$ cat config.mk
export PLATFORM = sky130hd
export DESIGN_NAME = adder_fault_bist
export DESIGN_NICKNAME = d
export VERILOG_FILES = /design/src/rtl/adder_fault_bist.sv
export SDC_FILE = /design/constraint.sdc
export NUM_CORES = 1
export LEC_CHECK = 0
export BUFFER_PORTS_ARGS = -buffer_cell sky130_fd_sc_hd__buf_4
export CORE_MARGIN = 2
export CORE_UTILIZATION = 55
export DETAILED_ROUTE_END_ITERATION = 7
export GPL_TIMING_DRIVEN = 0
export PLACE_DENSITY = 0.78
export SYNTH_ARGS = -nofsm -noshare
export SYNTH_HDL_FRONTEND = slang
export SYNTH_SLANG_ARGS = --single-unit
$ cat constraint.sdc
create_clock -name clk -period 7.93 [get_ports clk]
set_clock_uncertainty 0.05 [all_clocks]
set_input_delay 1.1895 -clock clk [delete_from_list [all_inputs] [get_ports clk]]
set_output_delay 1.1895 -clock clk [all_outputs]
set_load 0.01 [all_outputs]
$ cat src/rtl/adder_fault_bist.sv
// Built-in self test for a WIDTH-bit ripple-carry adder. It injects stuck-at faults on the
// sum and carry nodes, runs every input vector against a golden sum and reports the error count per fault.
module adder_fault_bist #(
  parameter int WIDTH = 4,
  localparam int NF      = 4 * WIDTH,
  localparam int FAULT_W = $clog2(NF + 1),
  localparam int CNT_W   = 2 * WIDTH + 2
) (
  input  logic               clk,
  input  logic               rst_n,
  input  logic               start,
  input  logic               mode,
  input  logic [FAULT_W-1:0] fault_sel,
  output logic               busy,
  output logic               res_valid,
  output logic [FAULT_W-1:0] res_fault,
  output logic [CNT_W-1:0]   res_errcnt,
  output logic               res_detected,
  output logic               done
);

  localparam int K_W = 2 * WIDTH + 1;
  localparam logic [FAULT_W-1:0] NF_C = FAULT_W'(NF);

  typedef enum logic [1:0] {IDLE, RUN, REPORT, DONE} state_e;

  state_e             state_q, state_d;
  logic               mode_q, mode_d;
  logic [FAULT_W-1:0] fault_q, fault_d;
  logic [K_W-1:0]     k_q, k_d;
  logic [CNT_W-1:0]   err_q, err_d;
  logic [FAULT_W-1:0] res_fault_q, res_fault_d;
  logic [CNT_W-1:0]   res_errcnt_q, res_errcnt_d;
  logic               res_detected_q, res_detected_d;

  // Faulted adder evaluated on the current vector.
  logic [WIDTH-1:0]   a_v, b_v, sum_v;
  logic               cin_v, carry, s_bit;
  logic [FAULT_W-1:0] eff_fault, f_idx, f_bit;
  logic [WIDTH:0]     faulty, golden;
  logic               mismatch;
  logic [CNT_W-1:0]   err_inc;

  always_comb begin
    a_v   = k_q[WIDTH-1:0];
    b_v   = k_q[2*WIDTH-1:WIDTH];
    cin_v = k_q[2*WIDTH];
    // Out-of-range codes run fault-free but are still reported as sampled.
    eff_fault = (fault_q <= NF_C) ? fault_q : '0;
    f_idx     = eff_fault - FAULT_W'(1);
    f_bit     = f_idx >> 2;
    sum_v     = '0;
    carry     = cin_v;
    for (int i = 0; i < WIDTH; i++) begin
      s_bit = a_v[i] ^ b_v[i] ^ carry;
      carry = (a_v[i] & b_v[i]) | (carry & (a_v[i] ^ b_v[i]));
      if (eff_fault != '0 && f_bit == FAULT_W'(i)) begin
        case (f_idx[1:0])
          2'd0:    s_bit = 1'b0;
          2'd1:    s_bit = 1'b1;
          2'd2:    carry = 1'b0;
          default: carry = 1'b1;
        endcase
      end
      sum_v[i] = s_bit;
    end
    faulty   = {carry, sum_v};
    golden   = (WIDTH+1)'(a_v) + (WIDTH+1)'(b_v) + (WIDTH+1)'(cin_v);
    mismatch = (faulty != golden);
    err_inc  = err_q + CNT_W'(mismatch);
  end

  always_comb begin
    // NOTE: every next-state variable gets its hold value first so no path infers a latch.
    state_d        = state_q;
    mode_d         = mode_q;
    fault_d        = fault_q;
    k_d            = k_q;
    err_d          = err_q;
    res_fault_d    = res_fault_q;
    res_errcnt_d   = res_errcnt_q;
    res_detected_d = res_detected_q;
    case (state_q)
      IDLE: if (start) begin
        state_d = RUN;
        mode_d  = mode;
        fault_d = mode ? '0 : fault_sel;
        k_d     = '0;
        err_d   = '0;
      end
      RUN: begin
        k_d   = k_q + K_W'(1);
        err_d = err_inc;
        if (k_q == '1) begin
          // Results are latched on the last vector so they are ready during REPORT.
          state_d        = REPORT;
          res_fault_d    = fault_q;
          res_errcnt_d   = err_inc;
          res_detected_d = (err_inc != '0);
        end
      end
      REPORT: begin
        if (mode_q && fault_q < NF_C) begin
          state_d = RUN;
          fault_d = fault_q + FAULT_W'(1);
          k_d     = '0;
          err_d   = '0;
        end else begin
          state_d = DONE;
        end
      end
      default: state_d = IDLE;
    endcase
  end

  // NOTE: registers use non-blocking assignments so every flop samples pre-edge values.
  always_ff @(posedge clk or negedge rst_n) begin
    if (!rst_n) begin
      state_q        <= IDLE;
      mode_q         <= 1'b0;
      fault_q        <= '0;
      k_q            <= '0;
      err_q          <= '0;
      res_fault_q    <= '0;
      res_errcnt_q   <= '0;
      res_detected_q <= 1'b0;
    end else begin
      state_q        <= state_d;
      mode_q         <= mode_d;
      fault_q        <= fault_d;
      k_q            <= k_d;
      err_q          <= err_d;
      res_fault_q    <= res_fault_d;
      res_errcnt_q   <= res_errcnt_d;
      res_detected_q <= res_detected_d;
    end
  end

  assign busy         = (state_q == RUN) || (state_q == REPORT);
  assign res_valid    = (state_q == REPORT);
  assign done         = (state_q == DONE);
  assign res_fault    = res_fault_q;
  assign res_errcnt   = res_errcnt_q;
  assign res_detected = res_detected_q;

endmodule

==> reports/results.txt, run 1 <==
Switch share = 0.459
N_diodes = 0
Layout area overhead = 13.9%
CTS tree = done
Most common cell after layout, fill and taps aside = dfrtp_1
R2R depth = 30
EDFF count, synth = 0
R2r setup slk = 0.52 ns
Crit path top cell by count = ha_1
Post-synth top area share = 0.371
Yosys synthesis warning count = 0
Worst path required time = 8.05 ns
Final hold vios = 0
Post-synth top area cell = dfrtp_1
Post-CTS Setup Bufs = 0
Die Wd = 76.6 um
CP endpoint = res_detected
CTS H-tree depth = 2
Clk_lat worst skew = 0.30 ns
Seq cells post-synth = 43
Grt ovf = 0
Drc violations = 0
Synth Flop Type = dfrtp_1
Avg Vias per Cell = 5.80
CTS Root Cell = clkbuf_8
Cells after Synth = 318
Initial Utilization = 0.567
Initial antenna violation count = 0
Full die area = 5860 um^2
Pwr dens = 328 nW/um^2
Register area share after synthesis = 0.371
Peak Freq = 135 MHz
Largest net degree at the start of global routing = 44
Slew margin rel. = 0.645
PortBufs = 27
Setup TNS = 0 ns
CP max-delay cell = dfrtp_1
Crit path DAT = 7.54 ns
Hold slack = 0.432 ns
CTS Hold Bufs = 0
Syn nets = 347
Final ANT Viol Nets = 0
Global-route wire length before repair = 10,800 um
Status = completed
TritonCTS Sinks = 43
Pleak = 1.51 nW
Post-Syn Area per Cell = 9.11 um^2
Seq. cell area = 1080 um^2
Clock transition at path regs = 0.08 ns
Core box area = 5110 um^2
Clock power share = 0.161
Post-CTS Resized = 0
Mapped Area = 2900 um^2
Crit path launch = fault_q[0]
Final #Nets = 381
Multi-input logic area = 1660 um^2
Crit Path Max Fanout = 8
TritonRoute pass-1 iters = 4
Synth area leaders = dfrtp_1 (37%), ha_1 (6.5%), nand2_1 (4.5%)
Reg-to-reg endpoint = res_detected
Max-cap check violation count = 0
Critical path type = register to register
Layout cells sized above 1 = 0.164
Worst Setup Start Kind = register
Row count = 26
Die Y = 76.6 um
Post-route minimum period = 7.41 ns
Routability cong. = 0.814
Async SR Flop Fraction = 1.00
First-iteration detailed-routing DRC count = 163
Total CTS buffers = 5
Sequential Power Share = 0.257
Fin. max-slew vios = 0
Vias = 2,454
Worst-Margin Slew = 0.533 ns
Top Ports = 28
DRT Wirelength = 6320 um
Yosys cell types = 52
Crit. End Element = register
Unrepaired setup endpoints after global routing = no
Peak supply drop = 0.154 mV
Dpl hpwl = 4650 um
Number of global-route vias before repair = 2,254
DR WL/cell = 15.0 um
Worst Hold Class = register to register
Slowest Stage Delay on Critical Path = 0.44 ns
Most frequent cells in the layout = dfrtp_1 (43), nand2_1 (35), buf_4 (27)
Final Setup Violations = 0
Gate power share = 0.582
CTS Buffer Depth = 2
P_sw = 0.000497 W
Post-DP Area = 3190 um^2
R2r startpoint = fault_q[0]
Final Cell Area = 3300 um^2
Final worst path period share = 0.935
Global-route usage over all layers = 0.224
# fillers = 413
Int Power = 0.000586 W
==> flip-flops by register name (all words and copies together), names as in the netlist <==
register and cells:
res_errcnt 10, err_q 10, fault_q 5, mode_q 1, k_q 9, res_fault 5
state_q 2, res_detected 1
==> worst max-delay path: cells and delay by family (launching register included) <==
kind	cells	cell delay, ns
AND/OR/NAND/NOR	8	1.71
multiplexers	3	0.67
adder cells (fa/ha/maj)	7	2.18
XOR/XNOR	1	0.23
flip-flops	1	0.44
AO/OA/AOI/OAI	9	1.64
buffers and inverters	2	0.39
==> cells by family (layout without fill, tap and decap cells) <==
kind of cell,count (synthesis),count (layout),synth area share
compound gates,90,90,0.216
xor+xnor,12,12,0.0363
mux,12,12,0.0449
buf+inv,38,73,0.0544
flops,43,43,0.371
simple gates,103,103,0.178
fa+ha+maj,20,20,0.0994
==> synth_stat cells, types with 3 or more instances <==
cell type / number
a211o_1: 3
a21o_1: 6
a21oi_1: 19
a221oi_1: 3
a22o_1: 7
a22oi_1: 4
a31oi_1: 3
and2_1: 4
and3_1: 4
buf_2: 6
clkbuf_1: 10
dfrtp_1: 43
fa_1: 5
ha_1: 15
inv_1: 20
mux2_2: 7
mux2i_1: 4
nand2_1: 35
nand2b_1: 5
nand3_1: 14
nand4_1: 3
nor2_1: 8
nor2b_1: 3
nor3_1: 14
o21ai_0: 25
o31ai_1: 3
or2_2: 3
or3_1: 5
xnor2_1: 5
xor2_1: 7
==> area by class of cell <==
class,count,share of cell area
clock inverters,3,0.0133
inverters,20,0.0228
multi-input cells,237,0.504
repair buffers,27,0.0614
clock buffers,5,0.0209
well taps,70,0.0265
plain buffers,18,0.0250
flip-flops and latches,43,0.326
==> power groups by stage <==
| stage | clock network, W | logic (W) | registers [W] |
|---|---|---|---|
| detailed placement | 0 | 0.000623 | 0.000282 |
| CTS | 0.000178 | 0.000629 | 0.000278 |
| global route | 0.000187 | 0.000701 | 0.000283 |
| global placement | 0 | 0.000608 | 0.000280 |
| floorplan | 0 | 0.000483 | 0.000273 |
| finish | 0.000174 | 0.000630 | 0.000278 |
==> stage by stage <==
step / util / total power (W) / cells / setup slack [ns]
floorplan: - / 0.000756 / 318 / 1.41
global placement: 0.624 / 0.000888 / 415 / 0.700
detailed placement: 0.624 / 0.000905 / 415 / 0.628
CTS: 0.646 / 0.00108 / 423 / 0.579
global route: 0.646 / 0.00117 / 423 / 0.0226
finish: 0.646 / 0.00108 / 423 / 0.516
==> worst min-delay path by stage <==
| stage | to | slack, ns | depth (start not counted) | from |
|---|---|---|---|---|
| 2_1_floorplan | err_q[0] | 0.40 | 2 | err_q[0] |
| 3_3_place_gp | err_q[0] | 0.41 | 2 | err_q[0] |
| 3_5_place_dp | err_q[0] | 0.42 | 2 | err_q[0] |
| 4_1_cts | err_q[0] | 0.43 | 2 | err_q[0] |
| 5_1_grt | res_fault[1] | 0.47 | 2 | res_fault[1] |
| 6_report | err_q[0] | 0.43 | 2 | err_q[0] |
==> per-layer routing <==
| layer | routed length, um | track usage | vias up | share of wire |
|---|---|---|---|---|
| li1 | - | - | 1204 | - |
| met1 | 3020 | 0.319 | 1171 | 0.48 |
| met2 | 2950 | 0.361 | 71 | 0.47 |
| met3 | 288 | 0.0355 | 8 | 0.046 |
| met4 | 72 | 0.0509 | 0 | 0.011 |
| met5 | 0 | 0 | - | 0 |
No activity file was read; power rests on OpenSTA's default activity.
==> run 2, diff against run 1 <==
--- a/config.mk
+++ b/config.mk
@@ -5,12 +5,15 @@
 export SDC_FILE = /design/constraint.sdc
 export NUM_CORES = 1
 export LEC_CHECK = 0
+export ABC_AREA = 1
 export BUFFER_PORTS_ARGS = -buffer_cell sky130_fd_sc_hd__buf_4
+export CELL_PAD_IN_SITES_DETAIL_PLACEMENT = 0
+export CELL_PAD_IN_SITES_GLOBAL_PLACEMENT = 1
 export CORE_MARGIN = 2
-export CORE_UTILIZATION = 55
+export CORE_UTILIZATION = 44
 export DETAILED_ROUTE_END_ITERATION = 7
 export GPL_TIMING_DRIVEN = 0
-export PLACE_DENSITY = 0.78
+export PLACE_DENSITY = 0.83
 export SYNTH_ARGS = -nofsm -noshare
 export SYNTH_HDL_FRONTEND = slang
 export SYNTH_SLANG_ARGS = --single-unit
==> run 2 against run 1 <==
- sequential power about the same
- critical path depth rose by 5
- critical path type unchanged
- core utilization down 12 points
- global-route usage down 3.2 points
- register-to-register slack improved by 1.4 ns
- sequential cell count is the same
- final area shrank 4.4%
- clock-buffer cell count up 1
==> reports/results.txt, run 2 <==
Status = completed
CTS H-tree depth = 2
Slew margin rel. = 0.627
Clock transition at path regs = 0.08 ns
Dpl hpwl = 4750 um
Seq cells post-synth = 43
Row count = 28
Layout area overhead = 13.9%
Synth top cells by count = nand2_1 (76), inv_1 (44), dfrtp_1 (43)
Global-route usage over all layers = 0.192
Post-CTS Resized = 0
Total CTS buffers = 5
Final worst path period share = 0.763
CTS tree = done
Most common cell in the synthesized netlist = nand2_1
Number of global-route vias before repair = 2,454
Hold slack = 0.435 ns
Crit Path Max Fanout = 7
Fin. max-slew vios = 0
Post-Syn Area per Cell = 7.87 um^2
Worst Hold Class = register to register
Initial Utilization = 0.462
Syn nets = 381
Pwr dens = 342 nW/um^2
Core box area = 5990 um^2
Crit path DAT = 6.16 ns
Critical path type = register to register
Pleak = 1.57 nW
TritonCTS Sinks = 43
Drc violations = 0
Worst-Margin Slew = 0.559 ns
CTS Buffer Depth = 2
Placed cells = 454
Final ANT Viol Nets = 0
TritonRoute pass-1 iters = 4
Avg Vias per Cell = 5.07
Total power = 0.00108 W
# fillers = 577
Unrepaired setup endpoints after global routing = no
DR WL/cell = 13.1 um
Vias = 2,337
Top Ports = 28
Post-synth top area share = 0.389
Mapped Area = 2770 um^2
CP max-delay cell = fa_1
Final Setup Violations = 0
Layout cells sized above 1 = 0.171
Synth Flop Type = dfrtp_1
Grt ovf = 0
Crit path top cell by count = nand2_1
PortBufs = 27
Worst Setup Start Kind = register
Yosys cell types = 42
Global-route wire length before repair = 11,000 um
Die Y = 83.3 um
DRT Wirelength = 6030 um
Most common cell after layout, fill and taps aside = nand2_1
CTS Root Cell = clkbuf_8
Synth area leaders = dfrtp_1 (39%), nand2_1 (10%), ha_1 (6.8%)
Full die area = 6940 um^2
Async SR Flop Fraction = 1.00
Worst path required time = 8.04 ns
First-iteration detailed-routing DRC count = 111
Post-CTS Setup Bufs = 0
CP bufs+invs = 2
Peak supply drop = 0.171 mV
EDFF count, synth = 0
Peak Freq = 165 MHz
Max-cap check violation count = 0
N_diodes = 0
Post-route minimum period = 6.05 ns
Crit. End Element = register
Cells after Synth = 352
CTS Hold Bufs = 0
Post-synth top area cell = dfrtp_1
Setup TNS = 0 ns
Routability cong. = 0.808
Clk_lat worst skew = 0.29 ns
Worst path top cell family by delay = adder cells
Initial antenna violation count = 0
Fin cells = 461
Register area share after synthesis = 0.389
Die Wd = 83.3 um
Largest net degree at the start of global routing = 44
Most frequent cells in the layout = nand2_1 (76), inv_1 (44), dfrtp_1 (43)
Slowest Stage Delay on Critical Path = 0.53 ns
Final #Nets = 415
Yosys synthesis warning count = 0
Final hold vios = 0
run 2: changes by cell type after synthesis, sizes merged, moves of 6 or more:
cell / change
nand3: +16
a21o: -6
a21oi: -8
a22o: -7
inv: +29
nand2: +54
o21ai: +11
clkbuf: -7
nor2: +17
mux2: -8
nor3: -8
run 2: logic make-up after synthesis:
logic type                 count (synthesis)  share of synthesized area
AOI/OAI and AO/OA                         63                      0.129
xor gates and xnor gates                   9                     0.0285
adders and majority gates                 20                      0.104
buffers and inverters                     57                     0.0804
DFF                                       43                      0.389
and+or+nand+nor                          160                      0.270
run 2: final cells by class:
type,instances,area (um^2),share of cell area
multi-input combinational,252,1470,0.466
sequential,43,1080,0.341
inverter,51,191,0.0607
clock buffer,6,82.6,0.0262
buffer,6,31.3,0.00992
clock inverter,1,5.00,0.00159
tap,75,93.8,0.0298
timing repair buffer,27,203,0.0643
run 2: per-layer routing:
metal	track usage	vias to the layer above	wire, um
li1	-	1216	-
met1	0.250	1095	2900
met2	0.332	24	2950
met3	0.0328	2	145
met4	0.0492	0	30
met5	0	-	0
run 2: tightest hold or removal path, cell delays in order, from the launching register on:
cell,delay (ns)
dfrtp_1,0.35
nand2_1,0.05
nand2_1,0.06
run 2: report_power, final:
part / internal, W / total [W] / switching, W
Clock: 0.0000684 / 0.000141 / 0.0000721
Combinational: 0.000228 / 0.000657 / 0.000429
Sequential: 0.000248 / 0.000281 / 0.0000335
run 2: worst paths after layout:
kind / start / to / slack (ns) / cells after the start
worst max-delay path: fault_q[0] / res_detected / 1.88 / 35
worst min-delay path: res_errcnt[5] / res_errcnt[5] / 0.43 / 2
worst max register to register: fault_q[0] / res_detected / 1.88 / 35
worst min register to register: res_errcnt[5] / res_errcnt[5] / 0.43 / 2
max in group asynchronous: rst_n / err_q[6] / 6.61 / 1
min in group asynchronous: rst_n / state_q[1] / 0.83 / 1
run 2: per-stage QoR:
stage               instance area (um^2)  setup WS (ns)   util
detailed placement                  3070           1.93  0.512
floorplan                           2770           2.67      -
CTS                                 3150           1.87  0.526
global route                        3150           1.19  0.526
finish                              3150           1.88  0.526
global placement                    3070           1.95  0.512
==> run 3, diff against run 2 <==
--- a/config.mk
+++ b/config.mk
@@ -10,10 +10,10 @@
 export CELL_PAD_IN_SITES_DETAIL_PLACEMENT = 0
 export CELL_PAD_IN_SITES_GLOBAL_PLACEMENT = 1
 export CORE_MARGIN = 2
-export CORE_UTILIZATION = 44
+export CORE_UTILIZATION = 40
 export DETAILED_ROUTE_END_ITERATION = 7
 export GPL_TIMING_DRIVEN = 0
-export PLACE_DENSITY = 0.83
+export PLACE_DENSITY = 0.8
 export SYNTH_ARGS = -nofsm -noshare
 export SYNTH_HDL_FRONTEND = slang
 export SYNTH_SLANG_ARGS = --single-unit
==> constraint.sdc (replaced) <==
create_clock -name clk -period 5.1 [get_ports clk]
set_clock_uncertainty 0.05 [all_clocks]
set_input_delay 0.765 -clock clk [delete_from_list [all_inputs] [get_ports clk]]
set_output_delay 0.765 -clock clk [all_outputs]
set_load 0.01 [all_outputs]
==> run 3 against run 2 <==
- the flow now finishes with violations (setup timing)
- core utilization shrank 0.78 points
- final area rose by 11%
- critical path depth unchanged
- global-route usage decreased by 0.58 points
- sequential share of layout area is 3.3 points lower
- clock-buffer cell count unchanged
- critical path type unchanged
- fmax rose by 17%
- setup slack worse by 2.0 ns
==> reports/results.txt, run 3 (same netlist as run 2, synthesis figures left out) <==
CTS Root Cell = clkbuf_8
CTS Buffer Depth = 2
CTS tree = done
Drc violations = 0
Full die area = 7600 um^2
Peak supply drop = 0.236 mV
Layout area overhead = 26.5%
Hold slack = 0.400 ns
Sequential Power Share = 0.221
Global-route wire length before repair = 11,300 um
Unrepaired setup endpoints after global routing = yes
Total CTS buffers = 5
Critical path type = register to register
CP max-delay cell = fa_1
Switch share = 0.469
DR WL/cell = 13.4 um
Grt ovf = 0
Multi-input logic area = 1670 um^2
Pleak = 1.70 nW
Worst Hold Class = primary input to async pin
Routability cong. = 0.791
Worst path top cell family by delay = adder cells
Final critical-path setup slack = -0.0811 ns
Fin. max-slew vios = 0
Post-DP Area = 3110 um^2
R2R depth = 35
Worst-Margin Slew = 0.553 ns
Vias = 2,457
Gate power share = 0.623
Worst Setup Start Kind = register
Met2 Use GR = 0.314
Clock power share = 0.157
CP bufs+invs = 2
Violations in the final reports = setup timing
Pwr dens = 568 nW/um^2
Reg-to-reg endpoint = res_detected
TritonRoute pass-1 iters = 4
Row count = 30
Met3 Use GR = 0.0341
Global-route usage over all layers = 0.186
Core box area = 6760 um^2
R2r setup slk = -0.08 ns
TritonCTS Sinks = 43
Post-layout util = 0.519
CP endpoint = res_detected
Most frequent cells in the layout = nand2_1 (71), inv_1 (40), dfrtp_1 (40), buf_4 (40), o21ai_0 (27)
Max-cap check violation count = 0
DRT Wirelength = 6440 um
Die Y = 87.2 um
# fillers = 638
CTS H-tree depth = 2
Final hold vios = 0
Most common cell after layout, fill and taps aside = nand2_1
Critical path depth = 35
Avg Vias per Cell = 5.12
Crit path DAT = 5.30 ns
Final ANT Viol Nets = 0
Final #Nets = 428
Clk_lat worst skew = 0.30 ns
Final Setup Violations = 4
Top Ports = 28
Fin cells = 480
Worst path required time = 5.22 ns
Final worst path period share = 1.02
Met1 Use GR = 0.251
Crit Path Max Fanout = 3
Initial antenna violation count = 0
Clock transition at path regs = 0.08 ns
Peak Freq = 193 MHz
Number of global-route vias before repair = 2,425
Int Power = 0.00106 W
Final Cell Area = 3500 um^2
Layout cells sized above 1 = 0.285
N_diodes = 0
Initial Utilization = 0.410
Crit path top cell by count = nand2_1
Die Wd = 87.2 um
Post-route minimum period = 5.18 ns
Busiest layer in global routing = met2
Status = complete, but fails checks
Slowest Stage Delay on Critical Path = 0.53 ns
Crit. End Element = register
PortBufs = 27
Slew margin rel. = 0.631
Dpl hpwl = 4740 um
R2r startpoint = fault_q[1]
P_sw = 0.000932 W
Placed cells = 459
Crit path launch = fault_q[1]
Largest net degree at the start of global routing = 44
Seq. cell area = 1080 um^2
First-iteration detailed-routing DRC count = 106
==> run 3: through the flow <==
stage / setup slack [ns] / setup TNS, ns / power, W
CTS: -0.0949 / -0.130 / 0.00194
global placement: -0.572 / -5.05 / 0.00149
global route: -0.408 / -3.32 / 0.00219
finish: -0.0811 / -0.142 / 0.00199
floorplan: 0.0135 / 0 / 0.00126
detailed placement: -0.581 / -5.02 / 0.00150
==> run 3: final cells by class <==
cell class,instances,share of cell area
Tap cell,80,0.0286
Clock buffer,6,0.0207
Inverter,51,0.0554
Multi-Input combinational cell,252,0.475
Sequential cell,43,0.308
Clock inverter,2,0.0171
Timing Repair Buffer,40,0.0857
Buffer,6,0.00893
==> run 3: how the worst min path moves through the flow <==
| stage | slack (ns) | to | depth (start not counted) |
|---|---|---|---|
| finish | 0.40 | state_q[1] | 1 |
| global route | 0.44 | state_q[1] | 1 |
| CTS | 0.42 | state_q[1] | 1 |
| detailed placement | 0.42 | res_errcnt[4] | 2 |
| global placement | 0.42 | res_errcnt[6] | 2 |
| floorplan | 0.41 | err_q[0] | 2 |
==> run 3: routing by layer <==
metal,vias up,wire [um]
met5,-,0
met4,0,62
met3,7,159
met2,27,3090
met1,1180,3130
li1,1243,-
==> run 3: power groups by stage <==
stage	clock network, W	logic, W	registers [W]
after floorplan	0	0.000824	0.000437
after global placement	0	0.00104	0.000447
after detailed placement	0	0.00105	0.000450
after CTS	0.000319	0.00118	0.000436
after global routing	0.000333	0.00141	0.000447
final	0.000311	0.00124	0.000439
==> run 3: worst reg2reg max path: cells and delay by family, from the launching register on <==
kind | cells | cell delay, ns
AO/OA/AOI/OAI | 7 | 0.70
XOR/XNOR | 1 | 0.16
adder cells (fa/ha/maj) | 7 | 1.88
buffers and inverters | 2 | 0.09
flip-flops | 1 | 0.38
AND/OR/NAND/NOR | 18 | 1.78
==> run 3: what timing repair did <==
action / 4_1_cts / 5_1_grt
gates resized for setup: 23 / 18
setup buffers: 10 / 3
hold endpoints to repair: 0 / 0
pin swaps: 20 / 17
gates cloned: 0 / 0
hold buffers: 0 / 0
endpoints found under the setup margin: 19 / 15
